### src/rtl/desc_alloc_tracker.sv
// Descriptor free-list owner: feeds the first-free grant controller, turns its grants into
// one-per-request allocations, and takes completions back. Optional DESC_ALLOC_ERR_EN adds a sticky error flag.
module desc_alloc_tracker #(
    parameter int MAX_DESC   = 16,
    parameter int SETTLE_CYC = 3,
    parameter int IDX_W      = $clog2(MAX_DESC),
    parameter int CNT_W      = $clog2(MAX_DESC + 1)
) (
    input  logic                clk,
    input  logic                rst_n,
    output logic [MAX_DESC-1:0] free_vec,
    input  logic                gnt_vld,
    input  logic [IDX_W-1:0]    gnt_idx,
    input  logic                alloc_req,
    output logic                alloc_ack,
    output logic [IDX_W-1:0]    alloc_idx,
    input  logic                free_vld,
    input  logic [IDX_W-1:0]    free_idx,
    output logic [CNT_W-1:0]    busy_cnt,
    output logic                all_busy,
    output logic                alloc_err
);

    localparam int DEPTH = 1 << IDX_W;
    localparam int SET_W = $clog2(SETTLE_CYC + 1);
    localparam logic [IDX_W:0]   NUM_IDX = (IDX_W + 1)'(MAX_DESC);
    localparam logic [CNT_W-1:0] FULL    = CNT_W'(MAX_DESC);

    typedef enum logic [1:0] {IDLE, WAIT_GNT, SETTLE} state_t;

    typedef struct packed {
        logic             vld;
        logic [IDX_W-1:0] idx;
    } slot_upd_t;

    state_t           state, state_nxt;
    logic [SET_W-1:0] cnt, cnt_nxt;

    logic [DEPTH-1:0]    free_pad;
    logic [MAX_DESC-1:0] free_nxt;
    logic [CNT_W-1:0]    busy_nxt;
    logic                gnt_in_rng, free_in_rng;
    slot_upd_t           take, give;

    // Padding with zeros makes unimplemented indices read as "not free" when indexing.
    assign free_pad    = DEPTH'(free_vec);
    assign gnt_in_rng  = {1'b0, gnt_idx} < NUM_IDX;
    assign free_in_rng = {1'b0, free_idx} < NUM_IDX;

    assign take.vld = (state == WAIT_GNT) && alloc_req && gnt_vld && gnt_in_rng && free_pad[gnt_idx];
    assign take.idx = gnt_idx;
    assign give.vld = free_vld && free_in_rng && !free_pad[free_idx];
    assign give.idx = free_idx;

    always_comb begin
        free_nxt = free_vec;
        for (int i = 0; i < MAX_DESC; i++) begin
            if (take.vld && take.idx == IDX_W'(i)) free_nxt[i] = 1'b0;
            if (give.vld && give.idx == IDX_W'(i)) free_nxt[i] = 1'b1;
        end
    end

    always_comb begin
        busy_nxt = busy_cnt;
        case ({take.vld, give.vld})
            2'b10:   busy_nxt = busy_cnt + CNT_W'(1);
            2'b01:   busy_nxt = busy_cnt - CNT_W'(1);
            default: busy_nxt = busy_cnt;
        endcase
    end

    always_comb begin
        state_nxt = state;
        cnt_nxt   = cnt;
        case (state)
            IDLE: if (alloc_req) state_nxt = WAIT_GNT;
            WAIT_GNT: begin
                if (!alloc_req) begin
                    state_nxt = IDLE;
                end else if (take.vld) begin
                    state_nxt = SETTLE;
                    cnt_nxt   = SET_W'(SETTLE_CYC);
                end
            end
            SETTLE: begin
                // Grants are stale until the controller pipeline has seen the new free vector.
                if (cnt == '0) state_nxt = alloc_req ? WAIT_GNT : IDLE;
                else           cnt_nxt   = cnt - SET_W'(1);
            end
            default: state_nxt = SETTLE;
        endcase
    end

    always_ff @(posedge clk) begin
        if (!rst_n) begin
            state <= SETTLE;
            cnt   <= SET_W'(SETTLE_CYC);
        end else begin
            state <= state_nxt;
            cnt   <= cnt_nxt;
        end
    end

    always_ff @(posedge clk) begin
        if (!rst_n) begin
            free_vec  <= '1;
            alloc_ack <= 1'b0;
            alloc_idx <= '0;
            busy_cnt  <= '0;
            all_busy  <= 1'b0;
        end else begin
            free_vec  <= free_nxt;
            alloc_ack <= take.vld;
            if (take.vld) alloc_idx <= take.idx;
            busy_cnt  <= busy_nxt;
            all_busy  <= (busy_nxt == FULL);
        end
    end

`ifdef DESC_ALLOC_ERR_EN
    logic err_evt;
    assign err_evt = (free_vld && (!free_in_rng || free_pad[free_idx]))
                   || ((state == WAIT_GNT) && gnt_vld && !gnt_in_rng);

    always_ff @(posedge clk) begin
        if (!rst_n)       alloc_err <= 1'b0;
        else if (err_evt) alloc_err <= 1'b1;
    end
`else
    assign alloc_err = 1'b0;
`endif

endmodule

### config.mk
export PLATFORM = sky130hd
export DESIGN_NAME = desc_alloc_tracker
export DESIGN_NICKNAME = d
export VERILOG_FILES = /design/src/rtl/desc_alloc_tracker.sv
export SDC_FILE = /design/constraint.sdc
export NUM_CORES = 1
export LEC_CHECK = 0
export ABC_AREA = 1
export BUFFER_PORTS_ARGS = -buffer_cell sky130_fd_sc_hd__buf_4
export CORE_UTILIZATION = 54
export CTS_CLUSTER_DIAMETER = 60
export DETAILED_ROUTE_END_ITERATION = 12
export HOLD_SLACK_MARGIN = 0.08
export PLACE_DENSITY_LB_ADDON = 0.15
export RECOVER_POWER = 50
export SETUP_SLACK_MARGIN = 0.02
export SKIP_LAST_GASP = 1
export SYNTH_ARGS = -nofsm -noshare
export SYNTH_HDL_FRONTEND = slang
export SYNTH_SLANG_ARGS = --single-unit
### constraint.sdc
create_clock -name clk -period 3.1 [get_ports clk]
set_input_delay 0.62 -clock clk [delete_from_list [all_inputs] [get_ports clk]]
set_output_delay 0.62 -clock clk [all_outputs]
set_load 0.02 [all_outputs]
; ---- Word-level counts from Yosys, hierarchy flattened
; Index checks and enable logic that the tools add are counted.
[classes]
reduce_logical = 60
bitwise_logic = 1
muxes = 15
addsub = 3
eq_ne = 41
n_lt_le_gt_ge = 2
[op_table]
columns = op, n
row1 = "4-bit equality test, second input constant", 16
row2 = 1-bit logical AND, 36
row3 = "4-bit by 3-bit equality test with 1-bit output, second input constant", 8
row4 = 2-bit OR reduction, 16
row5 = "4-bit by 2-bit equality test with 1-bit output, second input constant", 4
row6 = 2-bit two-way mux, 7
row7 = "4-bit by 5-bit < comparator with 1-bit output, second input constant", 2
row8 = "2-bit != test, second input constant", 5
row9 = 5-bit one-hot mux with 2 select lines, 1
row10 = 1-bit binary-select mux with 4-bit select, 2
row11 = "4-bit by 1-bit equality test with 1-bit output, second input constant", 2
row12 = 4-bit logical NOT, 2
row13 = 2-bit one-hot mux with 3 select lines, 1
row14 = "5-bit by 1-bit adder with 5-bit output, second input constant", 1
row15 = "5-bit equality test, second input constant", 1
row16 = "5-bit by 1-bit subtractor with 5-bit output, second input constant", 1
row17 = "2-bit by 1-bit equality test with 1-bit output, second input constant", 2
row18 = "2-bit equality test, second input constant", 2
row19 = 2-bit logical NOT, 2
row20 = 2-bit one-hot mux with 2 select lines, 1
row21 = 4-bit AND reduction, 1
row22 = 1-bit two-way mux, 3
row23 = "3-bit != test, second input constant", 1
row24 = 3-bit AND reduction, 1
row25 = other kinds (4), 4
[word_totals]
wordCells = 144
register_bits = 31
output_inout_bits = 28
input_bits = 13

; ---- Longest topological paths before layout
; Gate-level depths: netlist of run 1.
[logic_depth]
ltp_word = 7
mapped_depth = 21

; ---- Worst setup path after synthesis of run 1
; No wires, ideal clock.
[synth_path]
kind = in2reg
start = input gnt_idx[1]
end = register all_busy
stages = 20
t_required_ps = 2987
path_slack_ps = 374
arrival_time_ps = 2612
n_path_buf = 2
cell_sequence = buf_2 > inv_1 > nand2_1 > nand2_1 > nand2_1 > nand2_1 > o21ai_2 > buf_2 > ha_1 > nand2_1 > inv_1 > nor2_1 > ha_1 > o21bai_1 > a21oi_1 > o21ai_0 > o21ai_0 > nor2_1 > nand2_1 > nor2_1
[synth_via]
elab_chain_len = 6
[synth_rtl]
columns = element, line_no
row1 = from (decl), 13  ; input logic [IDX_W-1:0] gnt_idx,
row2 = 1-bit binary-select mux with 4-bit select (*), 50  ; assign take.vld = (state == WAIT_GNT) && alloc_req && gnt_vld && gnt_in_rng && free_pad[gnt_idx];
row3 = 1-bit two-way mux (not written as such) (*), 50
row4 = 1-bit logical AND (*), 50
row5 = 2-bit by 1-bit equality test with 1-bit output / 2-bit equality test (equally long branches), 65  ; case ({take.vld, give.vld})
row6 = 5-bit one-hot mux with 2 select lines (*), 65
row7 = 5-bit equality test (*), 116  ; all_busy <= (busy_nxt == FULL);
row8 = to (signal assigned), 116
row9 = to (decl), 20  ; output logic all_busy,
; Mark *: on every way between the ends. The rest lies on a longest branch, timed or not. The select of a mux whose other input is x is not followed.
; A chain may end at the register's enable or synchronous reset.

; ---- Worst setup path after layout of run 1
[layout_path]
start = input free_idx[0]
end = register all_busy
[layout_via]
elab_chain_len = 7
[layout_rtl]
columns = element, line_no
row1 = from (decl), 18  ; input logic [IDX_W-1:0] free_idx,
row2 = 1-bit binary-select mux with 4-bit select (*), 52  ; assign give.vld = free_vld && free_in_rng && !free_pad[free_idx];
row3 = 1-bit two-way mux (not written as such) (*), 52
row4 = 1-bit logical NOT (*), 52
row5 = 1-bit logical AND (*), 52
row6 = 2-bit by 1-bit equality test with 1-bit output / 2-bit equality test (equally long branches), 65
row7 = 5-bit one-hot mux with 2 select lines (*), 65
row8 = 5-bit equality test (*), 116
; Marks and branches as above.

==> results of run 1 <==
-- worst max-delay path, stage by stage --
cell	delay [ns]
buf_4	0.12
inv_1	0.06
nor2_1	0.04
buf_4	0.15
nand2_1	0.05
o21ai_0	0.07
o21ai_0	0.16
nand2_1	0.11
nor3_2	0.23
ha_1	0.22
buf_4	0.14
nor2_1	0.04
nor2_1	0.26
nand3_1	0.16
nand2_1	0.11
xor2_1	0.08
mux2i_1	0.23
nand2_1	0.09
nor2_1	0.09
-- cell usage in the layout (no fill, tap or decap), types with 2 or more instances in the layout --
master and count:
a21oi_1 8, a22oi_1 6, buf_4 19, clkbuf_1 29, clkbuf_4 5, clkbuf_8 2
dfxtp_1 31, ha_1 4, inv_1 30, inv_2 2, nand2_1 76, nand3_1 31
nand4_1 11, nor2_1 30, o211ai_1 2, o21ai_0 30, xor2_1 3
-- worst max-delay path by stage --
stage	cells after the start	slack, ns	endpoint
finish	19	0.37	all_busy
global route	20	0.04	all_busy
CTS	19	0.35	all_busy
detailed placement	20	0.03	all_busy
global placement	20	0.16	all_busy
floorplan	20	0.37	all_busy
-- sequential cells by signal, indices dropped and copies added (netlist names) --
register / flops
all_busy: 1
alloc_ack: 1
alloc_idx: 4
busy_cnt: 5
cnt: 2
free_vec: 16
state: 2
-- cells by family after synthesis --
group | synth area share, %
AO/OA/AOI/OAI | 15.55
adder cells (fa/ha/maj) | 2.705
buffers and inverters | 10.28
multiplexers | 0.5409
other | 0.2026
XOR/XNOR | 1.420
AND/OR/NAND/NOR | 35.77
flip-flops | 33.54
-- metrics by stage --
stage	setup slack (ns)	cell area (µm²)
after floorplan	0.3741	1851
final	0.3666	2157
after global routing	0.04178	2157
after global placement	0.1564	2188
after detailed placement	0.02832	2188
after CTS	0.3457	2257
-- layer usage --
metal,track usage (%),up-vias,wire [µm]
met5,0,-,0
met4,16.56,0,104
met3,5.970,14,444
met2,44.27,104,2229
met1,39.32,940,2129
li1,-,1038,-
-- layout make-up --
| type | instances | area share (%) |
|---|---|---|
| flip-flops and latches | 31 | 28.77 |
| repair buffers | 47 | 11.48 |
| inverters | 32 | 5.568 |
| clock buffers | 8 | 3.190 |
| well taps | 44 | 2.552 |
| multi-input cells | 214 | 48.43 |
-- synthesized netlist by cell type, types with 2 or more instances --
cell type	n
o211ai_1	2
inv_1	30
buf_6	4
a21oi_1	8
clkbuf_1	2
inv_2	2
nand3_1	31
buf_2	2
nor2_1	30
a22oi_1	6
o21ai_0	30
nand2_1	76
xor2_1	3
nor3_1	2
dfxtp_1	31
ha_1	4
nand4_1	11
-- power by group --
part	switching (mW)	internal, mW	leakage [nW]
combinational	0.161	0.0898	0.739
sequential	0.0128	0.422	0.252
clock	0.136	0.133	0.0386
total	0.310	0.645	1.03
-- repair_timing --
| action | 4_1_cts | 5_1_grt |
|---|---|---|
| hold buffers | 0 | 0 |
| resized for setup | 0 | 1 |
| setup buffers | 0 | 0 |
| endpoints found under the setup margin | 0 | 1 |
==> run metrics, run 1 <==
status=finished clean; Die W=60.54 µm; TritonRoute pass-1 iters=5; final slew viol count=0; Finished Layout Cells=376; CP arrival=3.01 ns; Mean Syn Cell Area=6.470 µm²; Yosys reg bits=31; Primary FF master, synth=dfxtp_1; Total Power=954.6 µW; Tmin final=2.733 ns; critical path startpoint=free_idx[0]; Area Overhead vs Synth=16.57%; vias in the first global route=1,783; largest net degree at the start of global routing=25; H-tree depth=2; RSZ-0062 raised after global routing=false; post-synth cell types=29; post-synth top area cell=dfxtp_1; fill count=330; CTS clk-pin slew, worst paths=0.09 ns; initial antenna violation count=0; EDFF count, synth=0; startpoint types=input pin; Setup CP Type=in2reg; # rows=20; DPL Wire Length=3551 µm; Post-synth ARST share=0%; PD cells=442.5 mW/mm²; cells on worst reg2reg path=15; Synth Cell Area=0.001851 mm²; area share of the largest cell type after synthesis=33.54%; Hold Slack=0.4706 ns; CTS buffer count=5; VDD IR-drop max=319.0 µV; r2r startpoint=free_vec[1]; slew margin rel.=65.61%; DRC errors left=0; clk sinks=31; Initial Util=58.69%; final hold viol count=0; hold path cells=2; min-delay src=cnt[1]; io pins=41; Core Footprint=0.003153 mm²; gpl congestion=1.036; max-cap viol count=0; die area=0.003665 mm²; first-pass GRT wire length=7803 µm; final WL=4908 µm; Post-Place Cells=368; share of layout cells above drive strength 1=10.24%; Syn Nets=303; Finished Core Util=68.41%; final worst path period share=88.18%; clk_lat worst skew=0.34 ns; CP endpoint kind=flop; reg-to-reg endpoint=all_busy; post-route antenna net violation count=0; Final Skew=0.005690 ns; Multi-input gate area=0.001045 mm²; Syn Inst Count=286; synth warn=0; Buffers on Ports=39; post-synthesis sequential area ratio=33.54%; WP data required=3.38 ns; clk root buf=clkbuf_4; via count=2,096; Clock Path Buffers=2; Fmax achieved=365.8 MHz; Lkg Pwr=1.030 nW; Ant. Diodes=0; # setup viols final=0; Hold Path End=cnt[1]; R2R Setup Slk=0.63 ns; total negative slack=0 ns; Nets=348; remaining global-route overflow=0; Total Routing Usage GR=29.42%; initial drt markers=198; CP max FO=7; wire per inst=13.05 µm; Area contributors post-synth=dfxtp_1 34%, nand2_1 15%, nand3_1 8.4%, o21ai_0 8.1%, inv_1 6.1%; Vias/cell=5.574; CTS tree=done; Hold WC Path Type=reg2reg; Reg area=620.6 µm²; Worst Tran Pin Value=0.5158 ns; die height=60.54 µm
Note: power is estimated with default switching activity, not from simulation.
==> inputs of run 2 (changes only) <==
GPL_TIMING_DRIVEN = 0   (was default)
==> run 2 against run 1 <==
Net effect: register-to-register slack worse by 0.13 ns; count of clock-buffer cells in the layout is 2 lower; power rose by 4.5%; utilization up 0.52 points; die area unchanged; sequential share of layout area is 0.22 points lower; via count is 3.0% lower; non-clock buffer count stayed put; final area rose by 0.75%; global-route usage is 0.80 points lower; flip-flop and latch count unchanged; critical endpoint unchanged; largest cell class unchanged.
==> run metrics, run 2 (synthesized netlist as in run 1, its figures left out) <==
TritonRoute pass-1 iters=4 (was 5); io pins=41 (unchanged); Tmin final=2.785 ns (was 2.733 ns); clk_lat worst skew=0.34 ns (about the same); critical path startpoint=gnt_idx[0] (was free_idx[0]); clk root buf=clkbuf_4 (unchanged); largest registers=free_vec (16), busy_cnt (5), alloc_idx (4) (unchanged); Post-CTS Setup Inserts=0 (unchanged); CTS buffer count=5 (unchanged); via count=2,033 (was 2,096); crit-path most repeated cell=nand2_1; RSZ-0062 raised after global routing=false (unchanged); Core Footprint=0.003153 mm² (unchanged); die area=0.003665 mm² (unchanged); DPL Wire Length=3593 µm (was 3551 µm); hold path cells=2 (unchanged); die height=60.54 µm (unchanged); wire per inst=12.80 µm (was 13.05 µm); Final Skew=0.007732 ns (was 0.005690 ns); gpl congestion=0.9101 (was 1.036); Hold WC Path Type=reg2reg (unchanged); WP data required=3.35 ns (was 3.38 ns); most common cell after layout, fill and taps aside=nand2_1 (unchanged); Total Power=997.8 µW (was 954.6 µW); Area Overhead vs Synth=17.44% (was 16.57%); reg-to-reg endpoint=all_busy (unchanged); startpoint types=input pin (unchanged); H-tree depth=2 (unchanged); number of cells on the critical path=22 (was 19); Die W=60.54 µm (unchanged); R2R Setup Slk=0.50 ns (was 0.63 ns); CP bufs+invs=4 (unchanged); final worst path period share=89.85% (was 88.18%); hold_buf cts=0 (unchanged); Vias/cell=5.421 (was 5.574); slowest stage delay, CP=0.27 ns (was 0.26 ns); CP max FO=11 (was 7); final hold viol count=0 (unchanged); Buffers on Ports=38 (was 39); Setup Slack @ Placement=-0.1971 ns (was 0.02832 ns); Clock Path Buffers=2 (unchanged); DRC errors left=0 (unchanged); largest net degree at the start of global routing=12 (was 25); first-pass GRT wire length=7741 µm (was 7803 µm); share of layout cells above drive strength 1=10.57% (was 10.24%); vias in the first global route=1,703 (was 1,783); worst path cell trace=buf_4, buf_6, nand2_1, o21ai_0, nand2_1, nand2_1, nand2_1, nand2_1, o21ai_2, buf_2, ha_2, nand2_1, inv_1, nor2_1, ha_1, o21bai_1, a21oi_1, o21ai_0, o21ai_0, nor2_1, nand2_1, nor2_1 (was buf_4, inv_1, nor2_1, buf_4, nand2_1, o21ai_0, o21ai_0, nand2_1, nor3_2, ha_1, buf_4, nor2_1, nor2_1, nand3_1, nand2_1, xor2_1, mux2i_1, nand2_1, nor2_1); crit path to=all_busy (unchanged); CTS tree=done (unchanged); final WL=4801 µm (was 4908 µm); Setup CP Type=in2reg (unchanged); commonest non-fill, non-tap cells in the layout=76 x nand2_1, 31 x nand3_1, 31 x dfxtp_1 (unchanged); Total Routing Usage GR=28.62% (was 29.42%); CTS clk-pin slew, worst paths=0.10 ns (was 0.09 ns); remaining global-route overflow=0 (unchanged); max FFs per register=16 (unchanged); Fmax achieved=359.0 MHz (was 365.8 MHz); # setup viols final=0 (unchanged); r2r startpoint=free_vec[1] (unchanged); post-cts resize count=0 (unchanged); # rows=20 (unchanged); CP arrival=3.03 ns (was 3.01 ns); VDD IR-drop max=274.1 µV (was 319.0 µV); PD cells=459.1 mW/mm² (was 442.5 mW/mm²); slowest CP cell=ha_2 (was nor2_1); status=finished clean (unchanged); cells on worst reg2reg path=20 (was 15); Lkg Pwr=1.027 nW (was 1.030 nW); Most flops, register=free_vec (unchanged); Initial Util=58.69% (unchanged); clk sinks=31 (unchanged); max-cap viol count=0 (unchanged); Ant. Diodes=0 (unchanged); Nets=348 (unchanged); final slew viol count=0 (unchanged); Finished Core Util=68.93% (was 68.41%); Largest delay share family, worst path=compound AO/OA/AOI/OAI gates (was simple AND/OR/NAND/NOR gates); initial antenna violation count=0 (unchanged); CP endpoint kind=flop (unchanged); post-route antenna net violation count=0 (unchanged); Final WS setup=0.3147 ns (was 0.3666 ns); initial drt markers=100 (was 198)
[run 2: power breakdown]
group	internal (mW)	switching (mW)	leakage, nW
clock network	0.166	0.142	0.0383
registers	0.422	0.0132	0.252
logic	0.0913	0.164	0.737
total	0.679	0.319	1.03
[run 2: layer usage]
layer	vias to the layer above	part of all wire, %	global-route usage (%)
met5	-	0	0
met4	0	1.0	6.818
met3	6	8.4	5.970
met2	70	47	46.78
met1	924	44	38.79
li1	1033	-	-
[run 2: how the worst min path moves through the flow]
stage	start	to	slack, ns
after floorplan	cnt[1]	cnt[1]	0.44
after global placement	cnt[1]	cnt[1]	0.45
after detailed placement	cnt[1]	cnt[1]	0.47
after CTS	cnt[1]	cnt[1]	0.49
after global routing	cnt[1]	cnt[1]	0.51
final	cnt[1]	cnt[1]	0.49
[run 2: stage by stage]
stage	setup TNS (ns)	instances	hold slack, ns	cell area, µm²
2_1_floorplan	0	286	0.4396	1851
3_3_place_gp	-0.2937	368	0.4541	2191
3_5_place_dp	-0.4631	368	0.4740	2191
4_1_cts	0	375	0.4909	2262
5_1_grt	0	375	0.5144	2173
6_report	0	375	0.4938	2173
[run 2: worst reg2reg max path, cell delays in order, from the launching register on]
cell and delay, ns:
dfxtp_1 0.35, nand2_1 0.07, o21ai_0 0.08, nand2_1 0.06, nand2_1 0.05, nand2_1 0.05, nand2_1 0.07, o21ai_2 0.17
buf_2 0.24, ha_2 0.27, nand2_1 0.08, inv_1 0.07, nor2_1 0.05, ha_1 0.17, o21bai_1 0.19, a21oi_1 0.14
o21ai_0 0.09, o21ai_0 0.11, nor2_1 0.07, nand2_1 0.07, nor2_1 0.04
[run 2: layout make-up]
| type | count | area (µm²) |
|---|---|---|
| buffer | 9 | 70.07 |
| clock buffer | 6 | 41.29 |
| clock inverter | 1 | 30.03 |
| fill | 311 | 979.7 |
| inverter | 32 | 120.1 |
| multi-input combinational | 214 | 1052 |
| sequential | 31 | 620.6 |
| tap | 44 | 55.05 |
| timing repair buffer | 38 | 183.9 |
==> inputs of run 3 (changes only) <==
ABC_AREA = default   (was 1)
==> run 3 against run 2 <==
Net effect: the run now ends with negative setup slack left; final area is 7.0% higher; count of clock-buffer cells in the layout did not move; die area decreased by 0.99%; critical path depth shrank 9; sequential power fell by 3%; clock skew up 0.0029 ns; largest cell class unchanged.
==> run metrics, run 3 <==
Yosys reg bits=31 (unchanged); final WL=5111 µm (was 4801 µm); status=complete, but fails checks (was finished clean); Buffers on Ports=37 (was 38); Primary FF master, synth=dfxtp_1 (unchanged); Ant. Diodes=0 (unchanged); # rows=20 (unchanged); EDFF count, synth=0 (unchanged); share of layout cells above drive strength 1=27.35% (was 10.57%); R2R Setup Slk=-0.27 ns (was 0.50 ns); DPL Wire Length=3476 µm (was 3593 µm); Post-synth top cells=31 x dfxtp_1, 12 x nand3_1, 11 x nand2_1, 9 x mux2i_1, 9 x nor2b_1 (was 76 x nand2_1, 31 x dfxtp_1, 31 x nand3_1); Fmax achieved=293.8 MHz (was 359.0 MHz); Area Overhead vs Synth=26.91% (was 17.44%); first-pass GRT wire length=8086 µm (was 7741 µm); CP endpoint kind=flop (unchanged); final instance area=0.002325 mm² (was 0.002173 mm²); r2r startpoint=free_vec[12] (was free_vec[1]); CP max FO=4 (was 11); CTS tree=done (unchanged); Vias/cell=6.221 (was 5.421); crit-path most repeated cell=mux4_2 (was nand2_1); via count=1,798 (was 2,033); wire per inst=17.69 µm (was 12.80 µm); most frequent cell after synthesis=dfxtp_1 (was nand2_1); Syn Nets=210 (was 303); clk sinks=31 (unchanged); worst path cell trace=buf_8, buf_12, mux4_2, mux4_2, nor2b_4, ha_4, xor2_2, ha_2, o31a_1, or3_4, a21oi_4, mux2i_2, and4_1 (was buf_4, buf_6, nand2_1, o21ai_0, nand2_1, nand2_1, nand2_1, nand2_1, o21ai_2, buf_2, ha_2, nand2_1, inv_1, nor2_1, ha_1, o21bai_1, a21oi_1, o21ai_0, o21ai_0, nor2_1, nand2_1, nor2_1); WP data required=3.40 ns (was 3.35 ns); CP bufs+invs=2 (was 4); max-cap viol count=0 (unchanged); io pins=41 (unchanged); Total Power=855.9 µW (was 997.8 µW); DRC errors left=0 (unchanged); Mean Syn Cell Area=9.491 µm² (was 6.470 µm²); startpoint types=input pin (unchanged); final slew viol count=0 (unchanged); slowest CP cell=mux4_2 (was ha_2); Core Footprint=0.003128 mm² (was 0.003153 mm²); fill count=236 (was 311); Tmin final=3.404 ns (was 2.785 ns); post-synth top area cell=dfxtp_1 (unchanged); post-synthesis sequential area ratio=33.88% (was 33.54%); initial drt markers=198 (was 100); Final WS setup=-0.3039 ns (was 0.3147 ns); placed cell areas=0.002202 mm² (was 0.002191 mm²); gpl congestion=0.9364 (was 0.9101); Hold Path End=alloc_idx[0] (was cnt[1]); Setup Slack @ Placement=-0.7588 ns (was -0.1971 ns); slowest stage delay, CP=0.51 ns (was 0.27 ns); Hold Slack=0.4754 ns (was 0.4938 ns); Syn Inst Count=193 (was 286); synth warn=0 (unchanged); final worst path period share=109.8% (was 89.85%); Area contributors post-synth=dfxtp_1 34%, mux4_2 6.1%, mux2i_1 4.9%, nand3_1 3.3%, nor2b_1 3.1% (was dfxtp_1 34%, nand2_1 15%, nand3_1 8.4%, o21ai_0 8.1%, inv_1 6.1%); min-delay src=alloc_idx[0] (was cnt[1]); cells on worst reg2reg path=11 (was 20); CTS clk-pin slew, worst paths=0.10 ns (about the same); Clock Path Buffers=2 (unchanged); hold path cells=2 (unchanged); Finished Core Util=74.32% (was 68.93%); initial antenna violation count=0 (unchanged); Final Skew=0.01061 ns (was 0.007732 ns); H-tree depth=2 (unchanged); Lkg Pwr=0.8889 nW (was 1.027 nW); # setup viols final=2 (was 0); post-synth cell types=52 (was 29); clk root buf=clkbuf_4 (unchanged); Hold WC Path Type=reg2reg (unchanged); TritonRoute pass-1 iters=5 (was 4); Most flops, register=free_vec (unchanged); Finished Layout Cells=289 (was 375); RSZ-0062 raised after global routing=true (was false); VDD IR-drop max=277.4 µV (was 274.1 µV); largest registers=free_vec (16), busy_cnt (5), alloc_idx (4) (unchanged); Total Routing Usage GR=30.67% (was 28.62%); clk_lat worst skew=0.34 ns (about the same); CP arrival=3.70 ns (was 3.03 ns); Largest delay share family, worst path=multiplexers (was compound AO/OA/AOI/OAI gates); Initial Util=58.56% (was 58.69%); max FFs per register=16 (unchanged); die area=0.003629 mm² (was 0.003665 mm²); CTS buffer count=5 (unchanged); post-route antenna net violation count=0 (unchanged); die height=60.24 µm (was 60.54 µm); most common cell after layout, fill and taps aside=buf_4 (was nand2_1); total negative slack=-0.5373 ns (was 0 ns); largest net degree at the start of global routing=11 (was 12); failing checks=negative setup slack; reg-to-reg endpoint=all_busy (unchanged); PD cells=368.2 mW/mm² (was 459.1 mW/mm²); hold_buf cts=0 (unchanged); Post-synth ARST share=0% (unchanged); Post-Place Cells=274 (was 368); vias in the first global route=1,717 (was 1,703); final hold viol count=0 (unchanged); Nets=262 (was 348); commonest non-fill, non-tap cells in the layout=33 x buf_4, 31 x dfxtp_1, 20 x clkbuf_1 (was 76 x nand2_1, 31 x nand3_1, 31 x dfxtp_1); Setup CP Type=in2reg (unchanged); Die W=60.24 µm (was 60.54 µm); area share of the largest cell type after synthesis=33.88% (was 33.54%); remaining global-route overflow=0 (unchanged); Synth Cell Area=0.001832 mm² (was 0.001851 mm²)
-- run 3: kinds of logic (layout without fill, tap and decap cells) --
| kind of cell | Yosys count | in the layout | share of synthesized area (%) |
|---|---|---|---|
| AOI/OAI and AO/OA | 42 | 42 | 18.31 |
| xor gates and xnor gates | 4 | 4 | 1.913 |
| adders and majority gates | 4 | 4 | 2.732 |
| buffers and inverters | 18 | 70 | 4.508 |
| DFF | 31 | 31 | 33.88 |
| muxes | 18 | 18 | 13.73 |
| other | 1 | 1 | 0.2047 |
| and+or+nand+nor | 75 | 75 | 24.73 |
-- run 3: power breakdown --
group          switching [mW]  internal [mW]  leakage, nW
Sequential             0.0102          0.414        0.251
Combinational          0.0652         0.0561        0.600
Clock                   0.144          0.166       0.0383
-- run 3: layout make-up --
class | instances | area, µm² | share of cell area (%)
inverter | 5 | 18.77 | 0.8073
sequential | 31 | 620.6 | 26.70
buffer | 12 | 76.32 | 3.283
multi-input combinational | 144 | 1179 | 50.70
clock inverter | 1 | 30.03 | 1.292
timing repair buffer | 46 | 304.0 | 13.08
clock buffer | 6 | 41.29 | 1.776
tap | 44 | 55.05 | 2.368
-- run 3: worst min-delay path, delay by kind of cell (launching register included) --
family,cells,cell delay (ns)
flip-flops,1,0.32
multiplexers,1,0.06
AND/OR/NAND/NOR,1,0.06
-- run 3: how the worst max path moves through the flow --
stage	startpoint	endpoint	slack [ns]	cells after the start
global route	free_idx[0]	all_busy	-0.39	13
floorplan	free_idx[0]	all_busy	-0.35	13
global placement	free_idx[0]	all_busy	-0.66	14
finish	free_idx[0]	all_busy	-0.30	13
detailed placement	free_idx[0]	all_busy	-0.76	14
CTS	free_idx[0]	all_busy	-0.24	14
-- run 3: repair_timing --
| item | CTS | global route |
|---|---|---|
| pin swaps | 1 | 4 |
| endpoints found under the setup margin | 2 | 3 |
| setup buffers | 8 | 1 |
| gates resized for setup | 4 | 4 |
-- run 3: per-layer routing --
layer / routed length, µm / part of all wire (%) / global-route usage (%)
met1: 2083 / 41 / 40.08
met2: 2384 / 47 / 45.37
met3: 495 / 9.7 / 9.091
met4: 148 / 2.9 / 15.61
met5: 0 / 0 / 0
